$ cat src/rtl/dds_pkg.sv
// Shared constants, quadrant encoding and pipeline tag type for the DDS ROM arbiter.
// Quadrant fields exist only when DDS_ROM_QUARTER_EN is defined.
package dds_pkg;

    localparam int DDS_ADDR_W  = 10;
    localparam int DDS_DATA_W  = 8;
    localparam int DDS_NUM_REQ = 4;
    // Tag index is sized for the largest supported channel count (8).
    localparam int DDS_IDX_W   = 3;

    typedef logic [1:0] quad_t;

    localparam quad_t QUAD_0 = 2'd0;
    localparam quad_t QUAD_1 = 2'd1;
    localparam quad_t QUAD_2 = 2'd2;
    localparam quad_t QUAD_3 = 2'd3;

    typedef struct packed {
        logic                 valid;
        logic [DDS_IDX_W-1:0] index;
`ifdef DDS_ROM_QUARTER_EN
        quad_t                quadrant;
`endif
    } tag_t;

`ifdef DDS_ROM_QUARTER_EN
    // Quadrants 1 and 3 walk the quarter table backwards.
    function automatic logic mirror_quadrant(input quad_t q);
        return (q == QUAD_1) || (q == QUAD_3);
    endfunction

    // Cosine is negative in quadrants 1 and 2.
    function automatic logic negate_quadrant(input quad_t q);
        return (q == QUAD_1) || (q == QUAD_2);
    endfunction
`endif

endpackage

$ cat src/rtl/rr_arbiter_core.sv
// Round-robin arbiter: searches req starting one past the last winner,
// emits a one-hot grant plus its binary index, and keeps the pointer.
module rr_arbiter_core #(
    parameter int NUM_REQ = 4,
    parameter int IDX_W   = $clog2(NUM_REQ)
) (
    input  logic               clk,
    input  logic               rst,
    input  logic [NUM_REQ-1:0] req,
    output logic [NUM_REQ-1:0] gnt,
    output logic [IDX_W-1:0]   index,
    output logic               valid
);

    logic [IDX_W-1:0] pointer;

    always_comb begin : search
        int               sum;
        logic [IDX_W-1:0] cand;
        // NOTE: every output gets a default before the search so no path
        // leaves a value unassigned, which would otherwise infer a latch.
        gnt   = '0;
        index = '0;
        valid = 1'b0;
        sum   = 0;
        cand  = '0;
        for (int k = 1; k <= NUM_REQ; k++) begin
            sum = int'(pointer) + k;
            if (sum >= NUM_REQ) begin
                sum = sum - NUM_REQ;
            end
            cand = IDX_W'(sum);
            if (!valid && req[cand]) begin
                valid     = 1'b1;
                gnt[cand] = 1'b1;
                index     = cand;
            end
        end
        if (rst) begin
            gnt   = '0;
            index = '0;
            valid = 1'b0;
        end
    end

    // NOTE: sequential state uses non-blocking assignments so every register
    // samples the pre-edge values regardless of block ordering.
    always_ff @(posedge clk or posedge rst) begin
        if (rst) begin
            pointer <= IDX_W'(NUM_REQ - 1);
        end else if (valid) begin
            pointer <= index;
        end
    end

endmodule

$ cat src/rtl/dds_rom_arbiter.sv
// Shares one synchronous cosine ROM among NUM_REQ NCO channels with a
// 2-cycle tagged return path. Optional quarter-wave folding: DDS_ROM_QUARTER_EN.
module dds_rom_arbiter
    import dds_pkg::*;
#(
    parameter int NUM_REQ = DDS_NUM_REQ,
    parameter int ADDR_W  = DDS_ADDR_W,
    parameter int DATA_W  = DDS_DATA_W,
`ifdef DDS_ROM_QUARTER_EN
    parameter int ROM_ADDR_W = ADDR_W - 2
`else
    parameter int ROM_ADDR_W = ADDR_W
`endif
) (
    input  logic                      clk,
    input  logic                      rst,
    input  logic [NUM_REQ-1:0]        req,
    input  logic [NUM_REQ*ADDR_W-1:0] addr_in,
    output logic [NUM_REQ-1:0]        gnt,
    output logic [ROM_ADDR_W-1:0]     rom_addr,
    input  logic [DATA_W-1:0]         rom_dout,
    output logic [DATA_W-1:0]         rd_data,
    output logic [NUM_REQ-1:0]        rd_valid
);

    localparam int IDX_W = (NUM_REQ > 1) ? $clog2(NUM_REQ) : 1;

    logic [IDX_W-1:0]      grant_idx;
    logic                  grant_valid;
    logic [ADDR_W-1:0]     sel_addr;
    logic [ROM_ADDR_W-1:0] folded_addr;
    logic [ROM_ADDR_W-1:0] rom_addr_q;
    tag_t                  tag_d;
    tag_t                  tag_q;

    rr_arbiter_core #(
        .NUM_REQ (NUM_REQ),
        .IDX_W   (IDX_W)
    ) u_arb (
        .clk   (clk),
        .rst   (rst),
        .req   (req),
        .gnt   (gnt),
        .index (grant_idx),
        .valid (grant_valid)
    );

    assign sel_addr = addr_in[grant_idx*ADDR_W +: ADDR_W];

`ifdef DDS_ROM_QUARTER_EN
    quad_t sel_quad;

    assign sel_quad    = sel_addr[ADDR_W-1 -: 2];
    assign folded_addr = mirror_quadrant(sel_quad) ? ~sel_addr[ROM_ADDR_W-1:0]
                                                   :  sel_addr[ROM_ADDR_W-1:0];
`else
    assign folded_addr = sel_addr;
`endif

    // Idle cycles re-present the previous address so the ROM input stays quiet.
    assign rom_addr = grant_valid ? folded_addr : rom_addr_q;

    always_ff @(posedge clk or posedge rst) begin
        if (rst) begin
            rom_addr_q <= '0;
        end else if (grant_valid) begin
            rom_addr_q <= folded_addr;
        end
    end

    always_comb begin
        tag_d          = '0;
        tag_d.valid    = grant_valid;
        tag_d.index    = DDS_IDX_W'(grant_idx);
`ifdef DDS_ROM_QUARTER_EN
        tag_d.quadrant = sel_quad;
`endif
    end

    // Stage 1: tag travels alongside the ROM access.
    always_ff @(posedge clk or posedge rst) begin
        if (rst) begin
            tag_q <= '0;
        end else begin
            tag_q <= tag_d;
        end
    end

    // Stage 2: register the ROM word and pulse the owning channel.
    always_ff @(posedge clk or posedge rst) begin
        if (rst) begin
            rd_data  <= '0;
            rd_valid <= '0;
        end else begin
`ifdef DDS_ROM_QUARTER_EN
            rd_data  <= negate_quadrant(tag_q.quadrant) ? -rom_dout : rom_dout;
`else
            rd_data  <= rom_dout;
`endif
            rd_valid <= tag_q.valid ? (NUM_REQ'(1) << tag_q.index) : '0;
        end
    end

endmodule

$ cat config.mk
export PLATFORM = sky130hd
export DESIGN_NAME = dds_rom_arbiter
export DESIGN_NICKNAME = d
export VERILOG_FILES = /design/src/rtl/dds_pkg.sv /design/src/rtl/rr_arbiter_core.sv /design/src/rtl/dds_rom_arbiter.sv
export SDC_FILE = /design/constraint.sdc
export NUM_CORES = 1
export LEC_CHECK = 0
export BUFFER_PORTS_ARGS = -buffer_cell sky130_fd_sc_hd__clkbuf_2
export CAP_MARGIN = 20
export CORE_ASPECT_RATIO = 0.7
export CORE_MARGIN = 1
export CORE_UTILIZATION = 45
export CTS_CLUSTER_DIAMETER = 100
export DETAILED_ROUTE_END_ITERATION = 8
export PLACE_DENSITY = 0.91
export SLEW_MARGIN = 10
export SYNTH_ARGS = -nofsm -noshare
export SYNTH_HDL_FRONTEND = slang
export SYNTH_HIERARCHICAL = 1
export SYNTH_SLANG_ARGS = --single-unit
$ cat constraint.sdc
create_clock -name clk -period 5.85 [get_ports clk]
set_input_delay 1.755 -clock clk [delete_from_list [all_inputs] [get_ports clk]]
set_output_delay 1.755 -clock clk [all_outputs]
set_load 0.01 [all_outputs]
=== Word-level counts from Yosys, hierarchy flattened ===
Cells that the tools add are included.
W data, S select, Z words.

* Add/subtract/negate cells: 8
* $mul: 1
* Order comparisons: 12
* Shift operators: 2
* Muxes and demuxes: 37
* Bitwise gates (word level): 3
* Reductions and logical operators: 10

{| class="wikitable"
|+ Operators with widths
! operator !! count
|-
| $shiftx A40 B7 Y10 || 1
|-
| $mux W4 || 6
|-
| $mux W2 || 9
|-
| $mux W1 || 13
|-
| $lt A2 B3 Y1 const B || 4
|-
| $or A4 B4 Y4 || 3
|-
| $mux W10 || 1
|-
| $ge A3 B3 Y1 const B || 3
|-
| $bmux W1 S2 || 4
|-
| $demux W1 S2 || 4
|-
| $ge A2 B1 Y1 const B || 4
|-
| $sub A2 B1 Y2 const B || 4
|-
| $logic_and A1 B1 Y1 || 7
|-
| $add A2 B2 Y3 const B || 2
|-
| $mul A2 B3 Y5 const B || 1
|-
| $add A2 B3 Y4 const B || 1
|-
| $ge A4 B3 Y1 const B || 1
|-
| $shl A1 B2 Y4 const A || 1
|-
| $add A2 B1 Y3 const B || 1
|-
| $logic_not A1 Y1 || 3
|}

* Register bits: 27
* Input bits: 54

=== Longest topological paths before layout ===
Gate-level depths: netlist (run 1).

* Depth in word-level cells: 19
* Mapped depth: 12
* Mapped depth without buffers: 9

=== By module ===
Netlist (run 1), hierarchy kept.

{| class="wikitable"
|+ Modules (own cells, without submodules)
! module !! instances !! cells an instance !! area each (um2)
|-
| dds_rom_arbiter || 1 || 77 || 1057.3
|-
| rr_arbiter_core || 1 || 61 || 558.0
|}

=== Worst setup path before layout (run 1) ===
No wires, ideal clock.

* Path kind: input -> output
* From: input req[1]
* To: output rom_addr[1]
* Arrival: 3.571 ns
* Data required time: 4.095 ns
* Slack: 0.524 ns
* Stages: 7
* Path through: mux4_2 > nor2b_4 > nor3_1 > a211oi_1 > buf_6 > mux2i_1 > o221ai_1

* Cells in the longest elaborated chain, start to end: 16
* Elaborated cells on any way between the ends: 27
* Those cells by class: mul: 1; shift: 1; mux: 19; reduce/logical: 6

{| class="wikitable"
|+ RTL lines
! element !! RTL line !! text
|-
| from (decl) || dds_rom_arbiter.sv:17 || <nowiki>input logic [NUM_REQ-1:0] req,</nowiki>
|-
| $bmux W1 S2 || rr_arbiter_core.sv:33 || <nowiki>if (!valid && req[cand]) begin</nowiki>
|-
| $mux W1 (implied by the code) || rr_arbiter_core.sv:33 ||
|-
| $mux W1 || rr_arbiter_core.sv:33 ||
|-
| $logic_not A1 Y1 || rr_arbiter_core.sv:33 ||
|-
| $logic_and A1 B1 Y1 || rr_arbiter_core.sv:33 ||
|-
| $mux W1 || rr_arbiter_core.sv:33 ||
|-
| $logic_not A1 Y1 || rr_arbiter_core.sv:33 ||
|-
| $logic_and A1 B1 Y1 || rr_arbiter_core.sv:33 ||
|-
| $mux W1 || rr_arbiter_core.sv:33 ||
|-
| $logic_not A1 Y1 || rr_arbiter_core.sv:33 ||
|-
| $logic_and A1 B1 Y1 || rr_arbiter_core.sv:33 ||
|-
| $mux W2 (*) || rr_arbiter_core.sv:33 ||
|-
| $mux W2 (*) || rr_arbiter_core.sv:39 || <nowiki>if (rst) begin</nowiki>
|-
| via grant_idx[0] || dds_rom_arbiter.sv:28 || <nowiki>logic [IDX_W-1:0] grant_idx;</nowiki>
|-
| $mul A2 B3 Y5 (*) || dds_rom_arbiter.sv:48 || <nowiki>assign sel_addr = addr_in[grant_idx*ADDR_W +: ADDR_W];</nowiki>
|-
| $shiftx A40 B7 Y10 (*) || dds_rom_arbiter.sv:48 ||
|-
| $mux W10 (*) || n/a ||
|-
| to (decl) || dds_rom_arbiter.sv:20 || <nowiki>output logic [ROM_ADDR_W-1:0] rom_addr,</nowiki>
|}

The timed path passes the listed nets; every way through them passes the cells marked *. The select of a mux whose other input is x is not followed.

=== Final worst setup path (run 1) ===
Ends and elaborated chain as after synthesis.

==> qor.txt, run 1 <==
Avg Cell Area, Syn: 11.7 µm²
XOR/XNOR Fraction of Synth Area: 0.542%
static leakage: 0.00107 µW
drt total wl: 3920 µm
Initial DRC Count: 50
Syn. warnings: 6
Synth Flop Type: dfrtp_1
Clk Latency, worst-skew pair: 0.27 ns
Slew Limit Fails: 0
Syn Nets: 200
global-route wire length before repair: 6040 µm
Worst R2R Start: u_arb/pointer[0]
Yosys top cell by area: dfrtp_1
Synth Area in Adders: 6.20%
Mapped Area: 1620 µm²
Post-DP HPWL: 2960 µm
initial antenna violation count: 0
flop2flop setup slack: 2.50 ns
Die Width: 73.6 µm
Seq/Total Area, Yosys: 42.0%
Simple-Gate Fraction of Synth Area: 10.9%
Post-synth top cells: 25 x dfrtp_1, 25 x mux2i_1, 11 x nand2b_1
TritonCTS clock tree: done
IO Pins: 80
antenna cells: 0
post-route clock period utilization: 98.1%
vias in the first global route: 1300
CP Cell Sequence: clkbuf_2, mux4_2, nor3_4, and2_4, inv_1, a21boi_1, nand2_2, o221ai_1, clkbuf_2
CTS H-Tree Depth: 1
ys async rst share: 100%
CTS clk-pin slew, worst paths: 0.09 ns
placed inst area: 2050 µm²
CP dominant cell by count: clkbuf_2
most area-consuming cells after synthesis: dfrtp_1 39%, mux2i_1 15%, ha_1 6.2%, mux4_2 5.6%, o221ai_1 4.9%
outcome: finished clean
CP peak stage delay: 0.61 ns
CP arrival: 3.99 ns
Tmin final: 5.74 ns
Port Buf Inserts: 79
Pre-Repair DR Iteration Count: 4
largest family of logic cells by synthesized area: multiplexers
root buffer cell: clkbuf_8
clock buffer depth: 2
CP max FO: 10
# DRC: 0
total track usage: 21.0%
Worst Max-Slew Pin Slew: 0.893 ns
die height: 52.1 µm
Area Growth Syn to Fin: 32.8%
Reg2Reg Depth: 9
vias after detailed routing: 1465
RePlAce Congestion: 0.862
Hold Fails Final Rpt: 0
num rows: 17
final net count: 282
CP Capture Type: primary output
Synth Area in Compound Gates: 14.0%
Worst Clk Skew: 0.00386 ns
Crit-path slowest cell: mux4_2
Yosys cell types: 34
layout cell share with drive strength beyond 1: 47.5%
hold worst-path end: rd_valid[2]
P per Cell Area: 516 nW/µm²
number of flops mapped to enable cells by yosys: 0
Max Clock Freq: 174 MHz
top-area cell type share of the netlist area: 38.7%
Hold Path Class: flop to flop
worst path required time: 4.09 ns
headroom to the max-slew limit: 40.4%
worst reg2reg path endpoint: rom_addr_q[7]
die footprint: 3840 µm²
design area: 2140 µm²
Initial Utilization: 49.3%
Synth Instances: 138
Vias/cell: 5.51
Num CTS Buffers: 3
crit start category: primary input
largest net degree at the start of global routing: 26
FF+latch count, synth: 27
core area: 3280 µm²
hold_sp: tag_q[0]
maxcap violations: 0
clock sinks: 27
Setup violations, final: 0
Crit Path Class: primary input to primary output
grt total ovfl: 0
average wire per cell in the routed design: 14.7 µm
mux cell area share after synthesis: 21.8%
cts hold-fix bufs: 0
WHS Path Cells: 1
Max IR drop VDD: 0.254 mV
end-of-flow core utilization: 65.5%
antenna-violating nets left: 0
## how the worst max path moves through the flow
stage | start | endpoint | slack, ns | cells after the start
after floorplan | req[1] | rom_addr[1] | 0.52 | 7
after global placement | req[0] | rom_addr[1] | 0.12 | 7
after detailed placement | req[2] | rom_addr[7] | 0.05 | 9
after CTS | req[2] | rom_addr[7] | 0.06 | 9
after global routing | req[1] | rom_addr[8] | -0.0007 | 9
final | req[1] | rom_addr[1] | 0.11 | 9
## through the flow
stage	total power [µW]	std cells	setup slack, ns	TNS, ns	hold WS, ns
after floorplan	777	138	0.524	0	0.428
after global placement	934	258	0.117	0	0.451
after detailed placement	946	258	0.0507	0	0.457
after CTS	1050	262	0.0624	0	0.470
after global routing	1180	266	-0.000710	-0.000710	0.503
final	1110	266	0.108	0	0.467
## layout make-up
class / count / area, µm²
clock buffer: 3 / 41.3
clock inverter: 1 / 7.51
fill: 263 / 1130
inverter: 6 / 22.5
multi-input combinational: 98 / 891
sequential: 27 / 678
tap: 47 / 58.8
timing repair buffer: 84 / 445
## routing by layer
layer	track usage [%]	wire length, µm
met5	0	0
met4	6.41	78
met3	4.07	263
met2	35.0	1980
met1	27.6	1600
## report_power, final
group          switching, µW  internal, µW
clock                   56.4          48.3
combinational            370           331
sequential              48.7           252
total                    476           630
## layout by cell type (no fill, tap or decap), types with 2 or more instances in the layout
master	n
nand2_1	7
mux4_2	4
buf_4	4
dfrtp_1	25
mux2i_1	25
clkbuf_2	79
o221ai_1	8
inv_1	6
a21oi_1	6
nand2b_1	10
a22o_1	4
dfstp_2	2
ha_1	8
clkbuf_8	3
o221ai_2	2
o22ai_1	2
nor2_1	3
## sequential cells by signal, indices dropped and copies added, names as in the netlist
name           count
rd_data            8
rd_valid           4
rom_addr_q        10
tag_q              3
u_arb/pointer      2
## cell families (layout without fill, tap and decap cells)
logic type,count (synthesis),after routing
flops,27,27
buf+inv,13,94
mux,30,30
xor+xnor,1,1
simple gates,29,29
fa+ha+maj,8,8
compound gates,30,30
## worst max-delay path: cells and delay by family
| family | cells | cell delay [ns] |
|---|---|---|
| compound gates | 2 | 0.54 |
| buf+inv | 3 | 0.36 |
| mux | 1 | 0.61 |
| simple gates | 3 | 0.71 |
## timing repair
item                                    CTS  global route
gates resized for setup                   0             4
endpoints found under the setup margin    0            10
buffers inserted                          0             4
Power figures use the tool's default switching activity.
==> inputs of run 2 (changes only) <==
--- a/config.mk
+++ b/config.mk
@@ -15,2 +15,3 @@
 export PLACE_DENSITY = 0.91
+export RECOVER_POWER = 50
 export SLEW_MARGIN = 10
--- a/constraint.sdc
+++ b/constraint.sdc
@@ -3,2 +3,2 @@
 set_output_delay 1.755 -clock clk [all_outputs]
-set_load 0.01 [all_outputs]
+set_load 0.1 [all_outputs]
==> run 2 against run 1 <==
Against the previous run: cell count grew 1.5%; clock-buffer cell count is the same; hold slack lost 0.0024 ns; critical path type unchanged.
==> qor.txt, run 2 (synthesis gave the netlist of run 1 again) <==
initial antenna violation count: 0 (unchanged)
clock buffer depth: 2 (unchanged)
Area Growth Syn to Fin: 47.8%
IO Pins: 80 (unchanged)
end-of-flow core utilization: 72.9% (+7.4 points)
outcome: finished clean
Max Clock Freq: 175 MHz (+0.60%)
CP arrival: 3.95 ns (-0.04 ns)
TritonCTS clock tree: done
grt total ovfl: 0 (unchanged)
worst path required time: 4.09 ns (about the same)
unrepaired setup endpoints after global routing: false
Worst Clk Skew: 0.00536 ns (+0.00150 ns)
commonest non-fill, non-tap cells in the layout: 68 x clkbuf_2, 25 x mux2i_1, 25 x dfrtp_1
Slew Limit Fails: 0 (unchanged)
total track usage: 21.0% (+0.083 points)
Reg2Reg Depth: 9 (unchanged)
average wire per cell in the routed design: 14.5 µm (-1.8%)
global-route wire length before repair: 5950 µm (-1.4%)
worst hold margin: 0.465 ns (-0.00238 ns)
largest net degree at the start of global routing: 26 (unchanged)
root buffer cell: clkbuf_8
Initial Utilization: 49.3% (unchanged)
Top Registers: rom_addr_q: 10 flops, rd_data: 8 flops, rd_valid: 4 flops
CP Capture Type: primary output
Die Width: 73.6 µm (unchanged)
Port Buf Inserts: 79 (unchanged)
vias after detailed routing: 1394 (-4.8%)
Crit Path Class: primary input to primary output
design area: 2390 µm² (+11%)
Worst Setup SP: req[2]
Worst R2R Start: u_arb/pointer[1]
vias in the first global route: 1240 (-4.6%)
Crit-path slowest cell: mux4_2
CTS H-Tree Depth: 1 (unchanged)
Num CTS Buffers: 3 (unchanged)
core area: 3280 µm² (unchanged)
Hold Path Class: flop to flop
Worst Max-Slew Pin Slew: 0.717 ns (-0.176 ns)
Vias/cell: 5.16 (-6.3%)
Clk Latency, worst-skew pair: 0.27 ns (about the same)
antenna cells: 0 (unchanged)
clock sinks: 27 (unchanged)
layout cell share with drive strength beyond 1: 52.5% (+5.0 points)
most common cell after layout, fill and taps aside: clkbuf_2
num rows: 17 (unchanged)
drt total wl: 3910 µm (-0.36%)
die height: 52.1 µm (unchanged)
CP peak stage delay: 0.59 ns (-0.02 ns)
# DRC: 0 (unchanged)
RePlAce Congestion: 0.863 (+0.21%)
placed inst area: 2300 µm² (+12%)
Setup violations, final: 0 (unchanged)
final net count: 286 (+1.4%)
antenna-violating nets left: 0 (unchanged)
CP max FO: 10 (unchanged)
Post-DP HPWL: 3040 µm (+3.0%)
max reg flops: 10 (unchanged)
maxcap violations: 0 (unchanged)
CP Cell Sequence: clkbuf_2, mux4_2, nor3_4, and2_4, inv_1, a21boi_2, nand2_1, buf_4, o221ai_2, buf_12
Most flops, register: rom_addr_q
crit start category: primary input
flop2flop setup slack: 2.70 ns (+0.20 ns)
post-route clock period utilization: 97.6% (-0.59 points)
worst reg2reg path endpoint: rom_addr_q[6]
die footprint: 3840 µm² (unchanged)
cts hold-fix bufs: 0 (unchanged)
headroom to the max-slew limit: 52.2% (+12 points)
Pre-Repair DR Iteration Count: 4 (unchanged)
placed insts: 262 (+1.6%)
Hold Fails Final Rpt: 0 (unchanged)
Worst setup endpoint: rom_addr[5]
Initial DRC Count: 27 (-46%)
Tmin final: 5.71 ns (-0.0343 ns)
final cell count without fillers: 270 (+1.5%)
CTS clk-pin slew, worst paths: 0.08 ns (about the same)
[run 2: cell count changes in the layout (fill, tap and decap cells not counted), moves of 3 or more]
| cell | before | now |
|---|---|---|
| a21oi_2 | 1 | 4 |
| buf_12 | 1 | 11 |
| o221ai_1 | 8 | 0 |
| buf_4 | 4 | 7 |
| a21oi_1 | 6 | 3 |
| o221ai_2 | 2 | 10 |
| clkbuf_2 | 79 | 68 |
[run 2: worst min path at each step]
| stage | start | end | cells past startpoint |
|---|---|---|---|
| 2_1_floorplan | tag_q[0] | rd_valid[2] | 1 |
| 3_3_place_gp | tag_q[0] | rd_valid[2] | 1 |
| 3_5_place_dp | tag_q[0] | rd_valid[2] | 1 |
| 4_1_cts | tag_q[0] | rd_valid[2] | 1 |
| 5_1_grt | tag_q[1] | rd_valid[0] | 1 |
| 6_report | tag_q[0] | rd_valid[2] | 1 |
[run 2: final cells by class]
class	count	area (µm²)
tap	47	58.8
timing repair buffer	88	621
clock buffer	3	41.3
inverter	6	22.5
sequential	27	678
multi-input combinational	98	958
clock inverter	1	7.51
fill	227	888
[run 2: routing by layer]
layer  global-route usage, %  part of all wire (%)  vias up
li1                        -                     -      681
met1                    27.3                    45      661
met2                    35.2                    48       46
met3                    5.62                   5.3        6
met4                    4.81                   1.4        0
met5                       0                     0        -
[run 2: worst max-delay path: cells and delay by family]
family / cells / cell delay [ns]
compound gates: 2 / 0.46
buf+inv: 4 / 0.59
mux: 1 / 0.59
simple gates: 3 / 0.54
[run 2: metrics by stage]
| step | setup WS (ns) | TNS (ns) |
|---|---|---|
| 5_1_grt | 0.0524 | 0 |
| 2_1_floorplan | -0.178 | -1.78 |
| 4_1_cts | 0.0883 | 0 |
| 6_report | 0.143 | 0 |
| 3_5_place_dp | -0.110 | -0.954 |
| 3_3_place_gp | 0.0304 | 0 |
[run 2: what timing repair did]
item,CTS,global route
endpoints found under the hold margin,0,0
pin swaps,0,0
setup endpoints to repair,10,10
buffers inserted,0,3
gates resized for setup,1,2
Power of run 2 is left out: the tool's default activity adds up to more than one toggle a clock period on the data nets, which glitch-free logic cannot reach.
==> inputs of run 3 (changes only) <==
REMOVE_ABC_BUFFERS = 1   (was not set)
==> run 3 against run 2 <==
Against the previous run: setup slack improved by 0.029 ns; global-route usage down 0.56 points; design area shrank 1.4%.
==> qor.txt, run 3 (synthesis gave the netlist of run 1 again) <==
CP peak stage delay: 0.58 ns (about the same)
Reg2Reg Depth: 9 (unchanged)
headroom to the max-slew limit: 37.5% (-15 points)
placed inst area: 2220 µm² (-3.4%)
maxcap violations: 0 (unchanged)
Die Width: 73.6 µm (unchanged)
num rows: 17 (unchanged)
CP Cell Sequence: clkbuf_2, mux4_2, nor3_4, and2_4, inv_1, a21boi_2, nand2_4, o221ai_2, buf_12
CTS H-Tree Depth: 1 (unchanged)
Hold Fails Final Rpt: 0 (unchanged)
Initial DRC Count: 57 (+110%)
grt total ovfl: 0 (unchanged)
commonest non-fill, non-tap cells in the layout: 68 x clkbuf_2, 25 x mux2i_1, 25 x dfrtp_1
final net count: 282 (-1.4%)
CP max FO: 10 (unchanged)
antenna-violating nets left: 0 (unchanged)
Vias/cell: 5.34 (+3.4%)
CP Capture Type: primary output
RePlAce Congestion: 0.877 (+1.5%)
placed insts: 261 (-0.38%)
total track usage: 20.5% (-0.56 points)
most common cell after layout, fill and taps aside: clkbuf_2
clock buffer depth: 2 (unchanged)
vias in the first global route: 1259 (+1.5%)
# DRC: 0 (unchanged)
Worst Max-Slew Pin Slew: 0.936 ns (+0.219 ns)
fillers: 243 (+7.0%)
max reg flops: 10 (unchanged)
worst path required time: 4.09 ns (about the same)
cts hold-fix bufs: 0 (unchanged)
layout cell share with drive strength beyond 1: 50.7% (-1.8 points)
Setup violations, final: 0 (unchanged)
final cell count without fillers: 266 (-1.5%)
Hold Path Class: flop to flop
average wire per cell in the routed design: 14.8 µm (+2.0%)
Critical Path Stages: 9 (-1)
Max Clock Freq: 176 MHz (+0.52%)
CTS clk-pin slew, worst paths: 0.09 ns (about the same)
post-route clock period utilization: 97.1% (-0.50 points)
Slew Limit Fails: 0 (unchanged)
Crit Path Class: primary input to primary output
die footprint: 3840 µm² (unchanged)
unrepaired setup endpoints after global routing: false
cell family with most CP delay: simple AND/OR/NAND/NOR gates
TritonCTS clock tree: done
outcome: finished clean
core area: 3280 µm² (unchanged)
Worst Clk Skew: 0.00326 ns (-0.00210 ns)
vias after detailed routing: 1420 (+1.9%)
initial antenna violation count: 0 (unchanged)
Num CTS Buffers: 3 (unchanged)
Clk Latency, worst-skew pair: 0.27 ns (about the same)
Top Registers: rom_addr_q: 10 flops, rd_data: 8 flops, rd_valid: 4 flops
Register Area: 678 µm² (unchanged)
root buffer cell: clkbuf_8
WHS Path Cells: 1 (unchanged)
design area: 2350 µm² (-1.4%)
drt total wl: 3930 µm (+0.46%)
die height: 52.1 µm (unchanged)
largest net degree at the start of global routing: 26 (unchanged)
clock sinks: 27 (unchanged)
footprint of the multi-input gates: 951 µm² (-0.78%)
CP arrival: 3.92 ns (-0.03 ns)
final worst slack: 0.172 ns (+0.0294 ns)
antenna cells: 0 (unchanged)
Crit-path slowest cell: mux4_2
dpl ws: -0.0810 ns (+0.0294 ns)
Area Growth Syn to Fin: 45.7%
Most flops, register: rom_addr_q
Port Buf Inserts: 79 (unchanged)
Pre-Repair DR Iteration Count: 4 (unchanged)
Post-DP HPWL: 3010 µm (-1.2%)
CP bufs+invs: 3 (-1)
global-route wire length before repair: 5880 µm (-1.3%)
IO Pins: 80 (unchanged)
crit start category: primary input
Tmin final: 5.68 ns (-0.0294 ns)
Initial Utilization: 49.3% (unchanged)
run 3: path summary, 6_finish.rpt:
check	start	end	slack (ns)
max reg2reg	u_arb/pointer[1]	rom_addr_q[4]	2.71
max	req[2]	rom_addr[7]	0.17
min	tag_q[0]	rd_valid[2]	0.46
max in group asynchronous	rst	rd_data[6]	3.39
min reg2reg	tag_q[0]	rd_valid[2]	0.46
min in group asynchronous	rst	u_arb/pointer[1]	1.71
run 3: final cells by class:
| class | count | area share (%) |
|---|---|---|
| clock inverter | 1 | 0.319 |
| timing repair buffer | 84 | 25.3 |
| sequential | 27 | 28.8 |
| inverter | 6 | 0.957 |
| tap | 47 | 2.50 |
| clock buffer | 3 | 1.75 |
| multi-input combinational | 98 | 40.4 |
run 3: what timing repair did:
item                       4_1_cts  5_1_grt
gates resized for setup          0       14
buffers inserted                 0        1
setup endpoints to repair        9       10
run 3: through the flow:
step,hold WS (ns),setup TNS [ns],util [%]
floorplan,0.428,-37.91,-
global placement,0.444,0,67.9
detailed placement,0.448,-0.609,67.9
CTS,0.461,-0.491,69.4
global route,0.508,0,71.8
finish,0.464,0,71.8
run 3: metal layers:
layer	up-vias	global-route usage, %	share of wire (%)
li1	679	-	-
met1	680	24.7	42
met2	61	36.7	51
met3	0	5.62	6.7
met4	0	4.17	0
met5	-	0	0
Power of run 3 is left out for the same reason.
